===== config.mk =====
export PLATFORM = sky130hd
export DESIGN_NAME = mcyc_controller
export DESIGN_NICKNAME = d
export VERILOG_FILES = /design/src/rtl/mcyc_controller.sv
export SDC_FILE = /design/constraint.sdc
export NUM_CORES = 1
export LEC_CHECK = 0
export ABC_AREA = 1
export CAP_MARGIN = 10
export CORE_MARGIN = 2
export CORE_UTILIZATION = 35
export CTS_CLUSTER_SIZE = 16
export DETAILED_ROUTE_END_ITERATION = 6
export GPL_ROUTABILITY_DRIVEN = 0
export PLACE_DENSITY_LB_ADDON = 0.12
export SYNTH_ARGS = -nofsm -noshare
export SYNTH_HDL_FRONTEND = slang
export SYNTH_SLANG_ARGS = --single-unit

===== constraint.sdc =====
create_clock -name clk -period 1.46 [get_ports clk]
set_input_delay 0.438 -clock clk [delete_from_list [all_inputs] [get_ports clk]]
set_output_delay 0.438 -clock clk [all_outputs]
set_load 0.02 [all_outputs]

===== src/rtl/mcyc_controller.sv =====
// mcyc_controller: multicycle control FSM for the 8-bit MIPS-subset datapath.
// One state per clock: four byte fetches, decode, then per-opcode execute/memory/writeback.
module mcyc_controller #(
  parameter logic [5:0] OP_RTYPE = 6'b000000,
  parameter logic [5:0] OP_LB    = 6'b100000,
  parameter logic [5:0] OP_SB    = 6'b101000,
  parameter logic [5:0] OP_BEQ   = 6'b000100,
  parameter logic [5:0] OP_J     = 6'b000010,
  parameter logic [5:0] OP_ADDI  = 6'b001000
) (
  input  logic       clk,
  input  logic       reset,
  input  logic [5:0] op,
  input  logic [5:0] funct,
  input  logic       zero,
  output logic       memread,
  output logic       memwrite,
  output logic       alusrca,
  output logic [1:0] alusrcb,
  output logic [1:0] pcsrc,
  output logic       pcen,
  output logic       iord,
  output logic [3:0] irwrite,
  output logic       regdst,
  output logic       regwrite,
  output logic       memtoreg,
  output logic [2:0] alucontrol,
  output logic [3:0] state
);
  typedef enum logic [3:0] {
    FETCH1, FETCH2, FETCH3, FETCH4, DECODE, MEMADR, LBRD, LBWR,
    SBWR, RTYPEEX, RTYPEWR, BEQEX, JEX, ADDIEX, ADDIWR
  } state_t;
  state_t state_q, state_d;
  logic pcwrite, branch;
  logic [1:0] aluop;
  logic [2:0] funct_alu;
  always_ff @(posedge clk or negedge reset)
    if (!reset) state_q <= FETCH1;
    else        state_q <= state_d;
  assign state = state_q;
  always_comb begin
    state_d  = FETCH1;
    memread  = 1'b0;
    memwrite = 1'b0;
    alusrca  = 1'b0;
    alusrcb  = 2'b00;
    pcsrc    = 2'b00;
    iord     = 1'b0;
    irwrite  = 4'b0000;
    regdst   = 1'b0;
    regwrite = 1'b0;
    memtoreg = 1'b0;
    pcwrite  = 1'b0;
    branch   = 1'b0;
    aluop    = 2'b00;
    case (state_q)
      FETCH1:  begin memread = 1'b1; alusrcb = 2'b01; pcwrite = 1'b1; irwrite = 4'b0001; state_d = FETCH2; end
      FETCH2:  begin memread = 1'b1; alusrcb = 2'b01; pcwrite = 1'b1; irwrite = 4'b0010; state_d = FETCH3; end
      FETCH3:  begin memread = 1'b1; alusrcb = 2'b01; pcwrite = 1'b1; irwrite = 4'b0100; state_d = FETCH4; end
      FETCH4:  begin memread = 1'b1; alusrcb = 2'b01; pcwrite = 1'b1; irwrite = 4'b1000; state_d = DECODE; end
      DECODE: begin
        alusrcb = 2'b11;
        state_d = (op == OP_LB || op == OP_SB) ? MEMADR :
                  (op == OP_RTYPE) ? RTYPEEX :
                  (op == OP_BEQ)   ? BEQEX   :
                  (op == OP_J)     ? JEX     :
                  (op == OP_ADDI)  ? ADDIEX  : FETCH1;
      end
      MEMADR: begin
        alusrca = 1'b1;
        alusrcb = 2'b10;
        state_d = (op == OP_LB) ? LBRD : (op == OP_SB) ? SBWR : FETCH1;
      end
      LBRD:    begin memread = 1'b1; iord = 1'b1; state_d = LBWR; end
      LBWR:    begin regwrite = 1'b1; memtoreg = 1'b1; end
      SBWR:    begin memwrite = 1'b1; iord = 1'b1; end
      RTYPEEX: begin alusrca = 1'b1; aluop = 2'b10; state_d = RTYPEWR; end
      RTYPEWR: begin regwrite = 1'b1; regdst = 1'b1; end
      BEQEX:   begin alusrca = 1'b1; aluop = 2'b01; pcsrc = 2'b01; branch = 1'b1; end
      JEX:     begin pcsrc = 2'b10; pcwrite = 1'b1; end
      ADDIEX:  begin alusrca = 1'b1; alusrcb = 2'b10; state_d = ADDIWR; end
      ADDIWR:  regwrite = 1'b1;
      default: state_d = FETCH1;
    endcase
    funct_alu = (funct == 6'b100010) ? 3'b110 :
                (funct == 6'b100100) ? 3'b000 :
                (funct == 6'b100101) ? 3'b001 :
                (funct == 6'b101010) ? 3'b111 : 3'b010;
    alucontrol = (aluop == 2'b01) ? 3'b110 : (aluop == 2'b10) ? funct_alu : 3'b010;
    pcen = pcwrite | (branch & zero);
    // Reset holds every control output low, combinationally, ahead of the flop.
    if (!reset) begin
      {memread, memwrite, alusrca, alusrcb, pcsrc, pcen, iord} = '0;
      {irwrite, regdst, regwrite, memtoreg, alucontrol} = '0;
    end
  end
endmodule


==> implementation parameters, run 1 <==
Parameter                              Value

Synthesis
  Post-Syn Area per Cell    between 5 and 6 um2
  Post-Syn Area    584.3 um2
  Number of instances in the synthesized netlist    roughly 110
  Seq cells post-synth    4
  Leading cell types by total area after synthesis    sky130_fd_sc_hd__dfrtp_1 17%, sky130_fd_sc_hd__nand3_1 15%, sky130_fd_sc_hd__nor2_1 14%
  Synth Net Count    124
  Portion of synthesized cell area occupied by the leading cell type    0.1713
  Fraction of the yosys area taken by sequential cells    0.1713
  Yosys Warn Count    0
  Post-synthesis cell type count    18
  Top cell type by total area after synthesis    sky130_fd_sc_hd__dfrtp_1

Floorplanning
  Number of cell rows    14
  Starting density of the core    0.3791
  DIE HEIGHT    between 40 and 50 um
  Chip Width    about 45 um
  Number of top-level pins    38

Placed design
  HPWL reported at the end of detailed placement    approximately 2100 um
  Number of input and output port buffers inserted    37
  Area after DPL    1313 um2

GRT
  Maximum number of pins on one net before global-route repair    7

Timing
  Worst endpoint type    top-level output
  Worst endpoint, post-GRT repair    pcen

Clock network
  Root Driver    sky130_fd_sc_hd__clkbuf_4
  Level count of the clock H-tree    1
  Clock sinks    4
  CTS Buffer Depth    2
  Number of clock buffers inserted by TritonCTS    3

Status
  Outcome    stopped before the end
  First error    [ERROR DPL-0038] Utilization greater than 100%, impossible to legalize
  Last stage    5_1_grt
## through the flow
stage | setup WS (ns) | utilization | instances
floorplan | -0.1443 | - | 109
CTS | -0.3216 | 0.9570 | 198
detailed placement | -1.085 | 0.8515 | 191
global placement | -1.034 | 0.8515 | 191
## kinds of logic after synthesis
group	share of synthesized area
compound gates	0.07280
buf+inv	0.1349
flops	0.1713
simple gates	0.6210
## timing repair
item,4_1_cts
cloned,0
pin swaps,16
hold buffers,0
buffers inserted,4
resized for setup,167
setup endpoints to repair,23
## synthesized netlist by cell type
library cell and number:
sky130_fd_sc_hd__inv_1 11, sky130_fd_sc_hd__nor2_1 22, sky130_fd_sc_hd__nand3_1 17, sky130_fd_sc_hd__o22ai_1 1
sky130_fd_sc_hd__a21oi_1 3, sky130_fd_sc_hd__dfrtp_1 4, sky130_fd_sc_hd__nor3_2 1, sky130_fd_sc_hd__clkinv_1 3
sky130_fd_sc_hd__a31oi_1 1, sky130_fd_sc_hd__nand3b_2 1, sky130_fd_sc_hd__nor2_2 4, sky130_fd_sc_hd__o21ai_1 3
sky130_fd_sc_hd__nand2_2 5, sky130_fd_sc_hd__nor2_4 2, sky130_fd_sc_hd__inv_2 7, sky130_fd_sc_hd__nor3_1 2
sky130_fd_sc_hd__nand4_1 1, sky130_fd_sc_hd__nand2_1 21
==> run 2: changes to the inputs <==
--- a/config.mk
+++ b/config.mk
@@ -7,12 +7,11 @@
 export LEC_CHECK = 0
 export ABC_AREA = 1
 export CAP_MARGIN = 10
-export CORE_MARGIN = 2
-export CORE_UTILIZATION = 35
-export CTS_CLUSTER_SIZE = 16
+export CORE_AREA = 2 2 63 65
 export DETAILED_ROUTE_END_ITERATION = 6
+export DIE_AREA = 0 0 65 67
 export GPL_ROUTABILITY_DRIVEN = 0
-export PLACE_DENSITY_LB_ADDON = 0.12
+export PLACE_DENSITY_LB_ADDON = 0.15
 export SYNTH_ARGS = -nofsm -noshare
 export SYNTH_HDL_FRONTEND = slang
 export SYNTH_SLANG_ARGS = --single-unit
==> run 2 against run 1 <==
Against the previous run: the flow now finishes, with violations (setup timing); synthesized cell count is the same; synthesized area is the same.
==> implementation parameters, run 2 <==
Parameter                              Value

Timing
  Final worst slack    -0.3321 ns
  Post-route clock period utilization    1.227
  Max_slew headroom    0.8383
  Max-slew violation count    0
  Clock period minus final worst setup slack    about 1.8 ns
  Number of hold-slack violations in the final timing report    0
  # setup viols final    20
  Unrepaired setup endpoints after global routing    true
  Final-layout worst hold slack    ~0.35 ns
  Actual slew at the worst max-slew pin    roughly 0.24 ns
  TNS Setup    -5.606 ns
  Clock Skews    0.005774 ns
  Maximum operating frequency    roughly 0.56 GHz

Placed design
  Number of input and output port buffers inserted    37 (unchanged)
  Pre-CTS worst setup slack    -1.103 ns (was -1.085 ns)
  HPWL reported at the end of detailed placement    2048 um (was 2133 um)

Worst setup path
  Crit path arrival time    1.35 ns
  Crit start category    register
  Cell occurring most often along the worst timing path    sky130_fd_sc_hd__buf_6
  WP data required    ~1 ns
  Largest delay contributor family on the critical path    buffers and inverters
  Bufs and invs on worst path    4
  Crit Path Max Fanout    4
  Class of the most critical setup path    reg -> out
  Setup crit end kind    primary output
  Cells along the critical path    inv_4, nor2_4, clkinv_4, buf_6, nor3_4, buf_6
  Largest stage delay on the critical path    ~0.43 ns
  CP max stage cell    sky130_fd_sc_hd__dfrtp_2

Synthesis
  Synth Net Count    124 (unchanged)
  Seq cells post-synth    4 (unchanged)
  Arithmetic-cell share of the synthesized area counting full adders, half adders and majority gates    0 (unchanged)
  Yosys Warn Count    0 (unchanged)
  Number of instances in the synthesized netlist    109 (unchanged)
  Dominant combinational cell family by area after synthesis    simple AND/OR/NAND/NOR gates (unchanged)
  Fraction of the yosys area taken by sequential cells    0.1713 (unchanged)
  Multiplexer area fraction after synthesis    0 (unchanged)
  Post-synthesis share of cell area spent on and, or, nand and nor gates    0.6210 (unchanged)
  Parity-gate share of the synthesized area counting xor and xnor cells    0 (unchanged)
  Post-synthesis cell type count    18 (unchanged)
  Fraction of synthesis flops using an asynchronous set or reset pin    1.000 (unchanged)
  Leading cell types by total area after synthesis    sky130_fd_sc_hd__dfrtp_1 17%, sky130_fd_sc_hd__nand3_1 15%, sky130_fd_sc_hd__nor2_1 14% (unchanged)
  Most numerous cell types in the synthesized netlist    22 x sky130_fd_sc_hd__nor2_1, 21 x sky130_fd_sc_hd__nand2_1, 17 x sky130_fd_sc_hd__nand3_1, 11 x sky130_fd_sc_hd__inv_1, 7 x sky130_fd_sc_hd__inv_2 (unchanged)
  Post-Syn Area per Cell    5.361 um2 (unchanged)
  Portion of synthesized cell area occupied by the leading cell type    0.1713 (unchanged)
  Top cell type by total area after synthesis    sky130_fd_sc_hd__dfrtp_1 (unchanged)
  Compound-cell area share of the yosys netlist    0.07281 (unchanged)
  Top-count cell post-synth    sky130_fd_sc_hd__nor2_1 (unchanged)
  Count of flip-flops with a built-in enable after synthesis    0 (unchanged)
  Dominant register cell in the synthesized netlist    sky130_fd_sc_hd__dfrtp_1 (unchanged)
  Post-Syn Area    584.3 um2 (unchanged)

GRT
  Wire length of the first global-routing pass    ~4500 um
  Global Route met2 Usage    0.2564
  Met1 demand-to-capacity share in global routing    0.1446
  Global-route usage over all layers    0.1340
  Met3 Resource Use GR    0.02703
  Maximum number of pins on one net before global-route repair    9
  Number of global-route vias before repair    1033
  Most utilized layer in the global route result    met2
  Initial antenna violation count    0
  Overflow left after global routing    0

Detailed routing
  First-pass iteration count of the detailed router    4
  Final wirelength    approximately 2700 um
  Vias after detailed routing    ~1000
  Vias per Instance    approximately 4.2
  Starting DRC count in detailed routing    20
  DRC violations left    0
  DR WL/cell    ~11 um
  Count of nets left with antenna violations after detail routing    0

Layout
  Layout net count    211
  Antenna diode count    0
  Share of cells above drive strength 1    0.6907
  Area overhead of the layout relative to synthesis    204.1%
  Commonest non-fill, non-tap cells in the layout    34 x sky130_fd_sc_hd__buf_6, 32 x sky130_fd_sc_hd__buf_4, 15 x sky130_fd_sc_hd__nor2_4
  Number of flip-flops in the largest register    4
  Most common cell after layout, fill and taps aside    sky130_fd_sc_hd__buf_6

Clock network
  Clock slew seen by the registers of the worst setup and hold paths    about 0.03 ns
  Number of clock buffers inserted by TritonCTS    3 (unchanged)
  Clock sinks    4 (unchanged)
  CTS Buffer Depth    2 (unchanged)
  TritonCTS clock tree    yes
  Clock latency at the later pin of the worst-skew pair    between 0.2 and 0.25 ns
  Root Driver    sky130_fd_sc_hd__clkbuf_8 (was sky130_fd_sc_hd__clkbuf_4)
  Level count of the clock H-tree    1 (unchanged)
  Hold bufs inserted after CTS    0 (unchanged)

Floorplanning
  Number of top-level pins    38 (unchanged)
  Die Outline Area    between 4000 and 5000 um2
  Starting density of the core    0.1620 (was 0.3791)
  Floorplan Core Area    between 3000 and 4000 um2
  Chip Width    65 um (was 44.86 um)
  Number of cell rows    22 (was 14)
  DIE HEIGHT    67 um (was 44.86 um)

Status
  Failing checks    setup timing
  Outcome    complete, but fails checks (was stopped before the end)

Worst hold path
  Hold/Removal Path Class    in -> async

Job
  Number of maximum-capacitance constraint violations    0

Pwr
  Total power divided by cell area    about 1300 nW/um2
  Leakage power total    roughly 0.85 nW
  Peak VDD IR    412.4 uV
## run 2: cell counts after synthesis
Identical to the previous run, type by type.
## run 2: cell type report
cell class,count,area [um2]
timing repair buffer,82,765.7
inverter,21,98.84
fill,354,1829
sequential,4,105.1
multi-input combinational,84,705.7
clock buffer,3,41.29
tap,48,60.06
## run 2: path summary, 6_finish.rpt
check | slack (ns) | start | cells after the start | end
worst min register to register | 0.80 | state[2] | 6 | state[2]
worst min-delay path | 0.35 | reset | 2 | state[3]
worst max-delay path | -0.33 | state[1] | 6 | regdst
max in group asynchronous | 0.96 | reset | 2 | state[1]
min in group clk | 0.80 | state[2] | 6 | state[2]
worst max register to register | 0.07 | state[2] | 9 | state[1]
## run 2: layer usage
layer	wire length (um)	vias up	part of all wire
met3	104	5	0.038
met5	0	-	0
li1	-	516	-
met2	1485	28	0.54
met1	1099	457	0.40
met4	43	0	0.016
## run 2: per-stage QoR
| stage | util | area [um2] | total power [mW] | std cells |
|---|---|---|---|---|
| 6_report | 0.4927 | 1777 | 2.236 | 242 |
| 3_3_place_gp | 0.3772 | 1360 | 1.423 | 224 |
| 5_1_grt | 0.4927 | 1777 | 2.367 | 242 |
| 3_5_place_dp | 0.3772 | 1360 | 1.426 | 224 |
| 2_1_floorplan | - | 704.4 | 0.7867 | 109 |
| 4_1_cts | 0.4514 | 1628 | 2.009 | 238 |
## run 2: kinds of logic (layout without fill, tap and decap cells)
logic type	count (synthesis)	in the layout
and+or+nand+nor	76	76
buffers and inverters	21	106
AOI/OAI and AO/OA	8	8
DFF	4	4
## run 2: power by group
part,internal [mW],total [mW],switching [mW]
combinational,0.893,1.75,0.856
sequential,0.159,0.251,0.0921
clock,0.176,0.236,0.0605
## run 2: timing repair
| item | in CTS | in global routing |
|---|---|---|
| gates resized for setup | 178 | 36 |
| pin swaps | 13 | 19 |
| buffers inserted | 12 | 6 |
| setup endpoints to repair | 23 | 22 |
Power figures use the tool's default switching activity.
